### src/rtl/sm_ctrl_pkg.sv
// Shared constants for the stepper move controller: FSM encoding and
// default timing parameters.
package sm_ctrl_pkg;

    localparam int MIN_PERIOD_DEF = 8;
    localparam int SETTLE_DEF     = 10;

    localparam logic [2:0] ST_IDLE  = 3'd0;
    localparam logic [2:0] ST_SETUP = 3'd1;
    localparam logic [2:0] ST_MOVE  = 3'd2;
    localparam logic [2:0] ST_DRAIN = 3'd3;
    localparam logic [2:0] ST_DONE  = 3'd4;

endpackage

### src/rtl/sm_step_counter.sv
// Rising-edge detector on the step feedback plus a saturating step counter.
// clr_i restarts both the edge history and the count for a new move.
module sm_step_counter #(
    parameter int SIZE = 16
) (
    input  logic            clk,
    input  logic            rst,
    input  logic            clr_i,
    input  logic            en_i,
    input  logic            step_i,
    output logic            rise_o,
    output logic [SIZE-1:0] count_o
);

    logic            step_q;
    logic [SIZE-1:0] count_q;

    assign rise_o  = step_i && !step_q;
    assign count_o = count_q;

    always_ff @(posedge clk) begin
        if (rst || clr_i) begin
            step_q  <= 1'b0;
            count_q <= '0;
        end else begin
            step_q <= step_i;
            // Hold at all-ones rather than wrapping on very long auto moves.
            if (en_i && rise_o && (count_q != '1))
                count_q <= count_q + SIZE'(1);
        end
    end

endmodule

### src/rtl/sm_move_ctrl.sv
// Stepper move controller: accepts a counted or continuous move, sequences
// direction setup, pulse enable, drain of the last pulse and a done strobe.
module sm_move_ctrl #(
    parameter int SIZE       = 16,
    parameter int MIN_PERIOD = sm_ctrl_pkg::MIN_PERIOD_DEF,
    parameter int SETTLE     = sm_ctrl_pkg::SETTLE_DEF
) (
    input  logic            clk,
    input  logic            rst,
    input  logic            cmd_valid,
    output logic            cmd_ready,
    input  logic            cmd_auto,
    input  logic            cmd_dir,
    input  logic [SIZE-1:0] cmd_steps,
    input  logic [SIZE-1:0] cmd_period,
    input  logic            stop_req,
    input  logic            drv_step,
    output logic            drv_en_SM,
    output logic            drv_dir,
    output logic [SIZE-1:0] n,
    output logic            busy,
    output logic            done,
    output logic            aborted,
    output logic [SIZE-1:0] steps_done
);
    import sm_ctrl_pkg::*;

    localparam int SW = (SETTLE > 1) ? $clog2(SETTLE) : 1;

    logic [2:0]      state_q, state_d;
    logic [SW-1:0]   settle_q, settle_d;
    logic            aborted_q, aborted_d;
    logic            dir_q, auto_q;
    logic [SIZE-1:0] steps_q, period_q, period_in, count;
    logic            rise, accept, reached, last_edge, cnt_en;

    assign cmd_ready = (state_q == ST_IDLE) && !rst;
    assign accept    = cmd_valid && cmd_ready;
    assign period_in = (cmd_period < SIZE'(MIN_PERIOD)) ? SIZE'(MIN_PERIOD) : cmd_period;

    assign reached   = !auto_q && (count == steps_q);
    // The final counted edge wins over a simultaneous stop.
    assign last_edge = !auto_q && rise && (count == steps_q - SIZE'(1));
    assign cnt_en    = (state_q == ST_MOVE) && !reached;

    sm_step_counter #(.SIZE(SIZE)) u_cnt (
        .clk     (clk),
        .rst     (rst),
        .clr_i   (accept),
        .en_i    (cnt_en),
        .step_i  (drv_step),
        .rise_o  (rise),
        .count_o (count)
    );

    always_comb begin
        state_d   = state_q;
        settle_d  = settle_q;
        aborted_d = aborted_q;
        case (state_q)
            ST_IDLE: begin
                if (accept) begin
                    aborted_d = 1'b0;
                    settle_d  = '0;
                    state_d   = (!cmd_auto && (cmd_steps == '0)) ? ST_DONE : ST_SETUP;
                end
            end
            ST_SETUP: begin
                if (stop_req) begin
                    aborted_d = 1'b1;
                    state_d   = ST_DRAIN;
                end else if (settle_q == SW'(SETTLE - 1)) begin
                    state_d = ST_MOVE;
                end else begin
                    settle_d = settle_q + SW'(1);
                end
            end
            ST_MOVE: begin
                if (reached) begin
                    state_d = ST_DRAIN;
                end else if (stop_req && !last_edge) begin
                    aborted_d = 1'b1;
                    state_d   = ST_DRAIN;
                end
            end
            ST_DRAIN: begin
                if (!drv_step)
                    state_d = ST_DONE;
            end
            ST_DONE:  state_d = ST_IDLE;
            default:  state_d = ST_IDLE;
        endcase
    end

    always_ff @(posedge clk) begin
        if (rst) begin
            state_q   <= ST_IDLE;
            settle_q  <= '0;
            aborted_q <= 1'b0;
            dir_q     <= 1'b0;
            auto_q    <= 1'b0;
            steps_q   <= '0;
            period_q  <= '0;
        end else begin
            state_q   <= state_d;
            settle_q  <= settle_d;
            aborted_q <= aborted_d;
            if (accept) begin
                dir_q    <= cmd_dir;
                auto_q   <= cmd_auto;
                steps_q  <= cmd_steps;
                period_q <= period_in;
            end
        end
    end

    assign drv_en_SM  = (state_q == ST_MOVE);
    assign drv_dir    = dir_q;
    assign n          = period_q;
    assign busy       = (state_q != ST_IDLE);
    assign done       = (state_q == ST_DONE);
    assign aborted    = aborted_q;
    assign steps_done = count;

endmodule
### config.mk
export PLATFORM = sky130hd
export DESIGN_NAME = sm_move_ctrl
export DESIGN_NICKNAME = d
export VERILOG_FILES = /design/src/rtl/sm_ctrl_pkg.sv /design/src/rtl/sm_step_counter.sv /design/src/rtl/sm_move_ctrl.sv
export SDC_FILE = /design/constraint.sdc
export NUM_CORES = 1
export LEC_CHECK = 0
export ABC_AREA = 1
export ABC_CLOCK_PERIOD_IN_PS = 3500
export CAP_MARGIN = 20
export CORE_MARGIN = 1
export CORE_UTILIZATION = 46
export DETAILED_ROUTE_END_ITERATION = 10
export PLACE_DENSITY = 0.8
export SLEW_MARGIN = 30
export SYNTH_ARGS = -nofsm -noshare
export SYNTH_HDL_FRONTEND = slang
export SYNTH_SLANG_ARGS = --single-unit
### constraint.sdc
create_clock -name clk -period 3.5 [get_ports clk]
set_clock_uncertainty 0.1 [all_clocks]
set_input_delay 0.7 -clock clk [delete_from_list [all_inputs] [get_ports clk]]
set_output_delay 0.7 -clock clk [all_outputs]
set_load 0.02 [all_outputs]
Yosys cells after proc, flatten, opt, wreduce, memory -nomap -nowiden
Cells that the tools add are included.
{ "totals": {"in_bits": 39, "out_inout_bits": 38, "word_cells": 74, "ff_bits": 59} }
{ "op_classes": {"magnitude_cmp": 1, "addsub": 3, "n_reduce_logical": 26, "eq_ne": 17, "n_mux": 18} }
{ "op_table": {"columns": ["cell", "count"], "rows": [
  ["$eq A16 B16 Y1", 2],
  ["$mux W3", 7],
  ["$add A16 B1 Y16 const B", 1],
  ["$logic_not A16 Y1", 1],
  ["$lt A16 B4 Y1 const B", 1],
  ["$mux W16", 1],
  ["$ne A16 B16 Y1 const B", 1],
  ["$sub A16 B1 Y16 const B", 1],
  ["$mux W4", 3],
  ["$pmux W3 S4", 1],
  ["$logic_and A1 B1 Y1", 11],
  ["$ne A2 B2 Y1 const B", 5],
  ["$pmux W4 S2", 1],
  ["$reduce_and A4 Y1", 2],
  ["$eq A3 B2 Y1 const B", 2],
  ["$logic_not A1 Y1", 6],
  ["$reduce_bool A3 Y1", 2],
  ["$reduce_and A5 Y1", 1],
  ["$add A4 B1 Y4 const B", 1],
  ["$eq A4 B4 Y1 const B", 1],
  ["$mux W1", 4],
  ["$ne A2 B1 Y1 const B", 2],
  ["$eq A3 B1 Y1 const B", 1],
  ["$eq A3 B3 Y1 const B", 1],
  ["other kinds (6)", 6]
]} }

Depth between registers and ports, before layout
{ "logic_depth": {"word_depth": 9, "depth_mapped": 16, "ltp_nobuf": 16} }

Hierarchy
A second synthesis with hierarchy kept.
{ "unflattened": {"cells_unflattened": 533, "hier_area_um2": 3460.8} }
{ "by_module_without_submodules": {"columns": ["module", "n_inst", "area_each_um2", "cells_per_inst"], "rows": [
  ["sm_move_ctrl", 1, 2481.1, 383],
  ["sm_step_counter", 1, 979.7, 150]
]} }

Worst setup path after synthesis
Ideal clock, no wire load.
{ "synth_timing": {"kind": "reg-to-reg", "start": "register u_cnt.count_q[1] (netlist: u_cnt.count_o[1])", "end": "register u_cnt.count_q[8] (netlist: u_cnt.count_o[8])", "synth_period_minus_slack_ns": 1.976, "path_buffers": 1, "required_ns": 3.334, "path_stages_with_launch": 11, "setup_slack_ns": 1.524, "t_arrival_ns": 1.810, "setup_ns": 0.066, "path_cell_list": "dfxtp_1 ha_1 nand2_2 nor3_4 nand2_2 nor3_2 nand2_2 nand4_4 buf_8 nand2_1 a21oi_2"} }
{ "synth_via": {"elab_chain_cells": 6, "word_cells_on_any_way": 8} }
{ "synth_lines": {"columns": ["element", "line", "text"], "rows": [
  ["start: declaration", "sm_step_counter.sv:16", "logic [SIZE-1:0] count_q;"],
  ["start signal: assignment", "sm_step_counter.sv:29", "count_q <= count_q + SIZE'(1);"],
  ["parallel branches: the longest is 6 deep, another holds $add A16 B1 Y16", null, null]
]} }
Several ways; the timed one is not identified.
A chain may end at the register's enable or synchronous reset.

Final worst setup path
{ "layout_timing": {"start": "input rst", "end": "output cmd_ready"} }
{ "layout_via": {"elab_chain_cells": 2} }
{ "layout_lines": {"columns": ["element", "line", "text"], "rows": [
  ["start: declaration", "sm_move_ctrl.sv:9", "input logic rst,"],
  ["$logic_not A1 Y1", "sm_move_ctrl.sv:37", "assign cmd_ready = (state_q == ST_IDLE) && !rst;"],
  ["$logic_and A1 B1 Y1", "sm_move_ctrl.sv:37", null],
  ["end: declaration", "sm_move_ctrl.sv:11", "output logic cmd_ready,"]
]} }
No other way between the ends.

==> flow_summary.json <==
{
  "max_slew_margin": 0.569,
  "syn-cell-area_um2": 3360,
  "synth_cell_types": 38,
  "drive_above_1_share": 0.0929,
  "htreeDepth": 3,
  "p_leak_nw": 1.83,
  "post-place-cells": 641,
  "hold_class": "reg -> reg",
  "ys_seq_elements": 59,
  "period_needed_ns": 2.84,
  "fin_area_um2": 4390,
  "cp-end-kind": "output port",
  "grt_antenna_before_repair": 0,
  "io_pins": 77,
  "grt_pass1_vias": 3268,
  "die-area_um2": 7640,
  "seq_area_frac_synth": 0.352,
  "first_iter_violations": 230,
  "tritoncts": "done",
  "numCtsBuffers": 9,
  "synthMuxAreaShare": 0,
  "cp.required_ns": 2.70,
  "final_util": 0.635,
  "synthCells": 478,
  "ctsHoldBuffers": 0,
  "dp.final_hpwl_mm": 6.94,
  "gp_congestion": 0.921,
  "synth_compound_area_frac": 0.138,
  "final-hold-violation-count": 0,
  "ys.flop_type": "dfxtp_1",
  "ff2ff_path_depth": 10,
  "power_mw": 2.62,
  "synth_nets": 521,
  "reg2reg_to": "u_cnt.count_o[3]$_SDFFE_PP0P_",
  "min_period_over_period": 0.810,
  "vias": 3371,
  "max_cap_viol_count": 0,
  "cts-root-buf": "clkbuf_8",
  "port_buffers": 76,
  "synthAdderAreaFrac": 0.0149,
  "wirelength_mm": 9.04,
  "clock_latency_ns": 0.33,
  "setup_viol": 0,
  "post_cts_resize_count": 0,
  "initial_core_util": 0.486,
  "worstHoldStart": "aborted$_SDFFE_PP0P_",
  "grt_pass1_wl_mm": 15.1,
  "synth-edff-count": 0,
  "coreArea_um2": 6910,
  "clockBufferDepth": 2,
  "cts_setup_buffers": 0,
  "vdd_drop_max_v": 0.000422,
  "dieWidth_um": 87.4,
  "ant_nets": 0,
  "path_max_fanout": 6,
  "cp.arrival_ns": 2.04,
  "overflow": 0,
  "drv_slew": 0,
  "wl_per_cell_um": 13.8,
  "async_flop_share": 0,
  "timing.rr.start": "u_cnt.count_o[0]$_SDFFE_PP0P_",
  "cts_sinks": 59,
  "rows": 30,
  "hold_depth": 2,
  "grt_start_max_net_pins": 29,
  "setup_tns_ns": 0,
  "first_pass_iters": 4,
  "yosys.area_share.simple": 0.329,
  "rsz0062_at_grt": "false",
  "path_clk_slew_ns": 0.07,
  "die_h_um": 87.4,
  "grtUsageTotal": 0.259,
  "min_delay_worst_endpoint": "aborted$_SDFFE_PP0P_",
  "drcViolationCount": 0,
  "vias_per_cell": 5.14,
  "status": "finished clean",
  "fin_cells": 656,
  "max_freq_ghz": 0.353,
  "area_delta_synth_final_pct": 30.6,
  "power_density_nw_per_um2": 597,
  "r2r_slack_ns": 1.25,
  "synth_xor_area_frac": 0.0622,
  "final_common_cell": "nand2_1",
  "critical_path_class": "in -> out",
  "fin_nets": 599,
  "antenna_cells": 0,
  "startpoint_type": "input port",
  "mostFrequentLayoutCells": "nand2_1 (108), clkdlybuf4s50_1 (76), inv_1 (61)",
  "worstMarginPinSlew_ns": 0.647,
  "syn_avg_cell_area_um2": 7.02,
  "dpl_cell_area_um2": 4180,
  "yosysWarnings": 0,
  "synth_top_family_by_area": "simple AND/OR/NAND/NOR gates"
}
## state kept, by name, indices dropped and copies added, names as in the netlist
| name | count |
|---|---|
| auto_q | 1 |
| state_q | 3 |
| u_cnt.count_o | 16 |
| settle_q | 4 |
| u_cnt.step_q | 1 |
| n | 16 |
| steps_q | 16 |
| aborted | 1 |
| drv_dir | 1 |
## power by group
group / internal, mW / total [mW] / switching (mW)
clock network: 0.396 / 0.667 / 0.271
logic: 0.429 / 1.08 / 0.647
registers: 0.780 / 0.875 / 0.0953
## worst max path at each step
stage,startpoint,to
final,rst,cmd_ready
after floorplan,u_cnt.count_o[1]$_SDFFE_PP0P_,u_cnt.count_o[8]$_SDFFE_PP0P_
after global placement,rst,cmd_ready
after CTS,rst,cmd_ready
after detailed placement,rst,cmd_ready
after global routing,rst,cmd_ready
## final cells by class
cell class                      instances  area, µm²
Fill cell                             649       2520
Multi-Input combinational cell        338       1830
Sequential cell                        59       1180
Timing Repair Buffer                   81        798
Inverter                               67        251
Clock buffer                           10        128
Tap cell                               96        120
Clock inverter                          5       78.8
## worst max-delay path, stage by stage
cell,delay (ns)
clkdlybuf4s50_1,0.52
nor2_2,0.19
clkdlybuf4s50_1,0.62
## cell families after synthesis
kind of cell | Yosys count
flip-flops | 59
adder cells (fa/ha/maj) | 4
buffers and inverters | 81
XOR/XNOR | 23
AND/OR/NAND/NOR | 239
AO/OA/AOI/OAI | 72
## routing by layer
layer | track usage | wire [µm] | part of all wire
met1 | 0.335 | 4130 | 0.46
met2 | 0.430 | 4290 | 0.47
met3 | 0.0474 | 474 | 0.052
met4 | 0.0909 | 148 | 0.016
met5 | 0 | 0 | 0
## synthesized netlist by cell type (all sizes together) (2+ instances only)
master  number  area [µm²]
a21oi       22         140
a22o        15         131
buf         10        80.1
clkbuf       4        16.3
dfxtp       59        1180
ha           4        50.1
inv         66         248
nand2      112         430
nand3       25         130
nand3b       2        15.0
nand4       20         140
nor2        57         236
nor3        17         116
nor4         4        25.0
o21ai       28         140
o22ai        4        25.0
xnor2        9        86.3
xor2        14         123
## per-stage QoR
step	hold slack, ns	setup slack [ns]
after floorplan	0.350	1.52
after global placement	0.343	0.686
after detailed placement	0.351	0.670
after CTS	0.369	0.661
after global routing	0.382	0.602
final	0.361	0.664
Power figures use the tool's default switching activity.
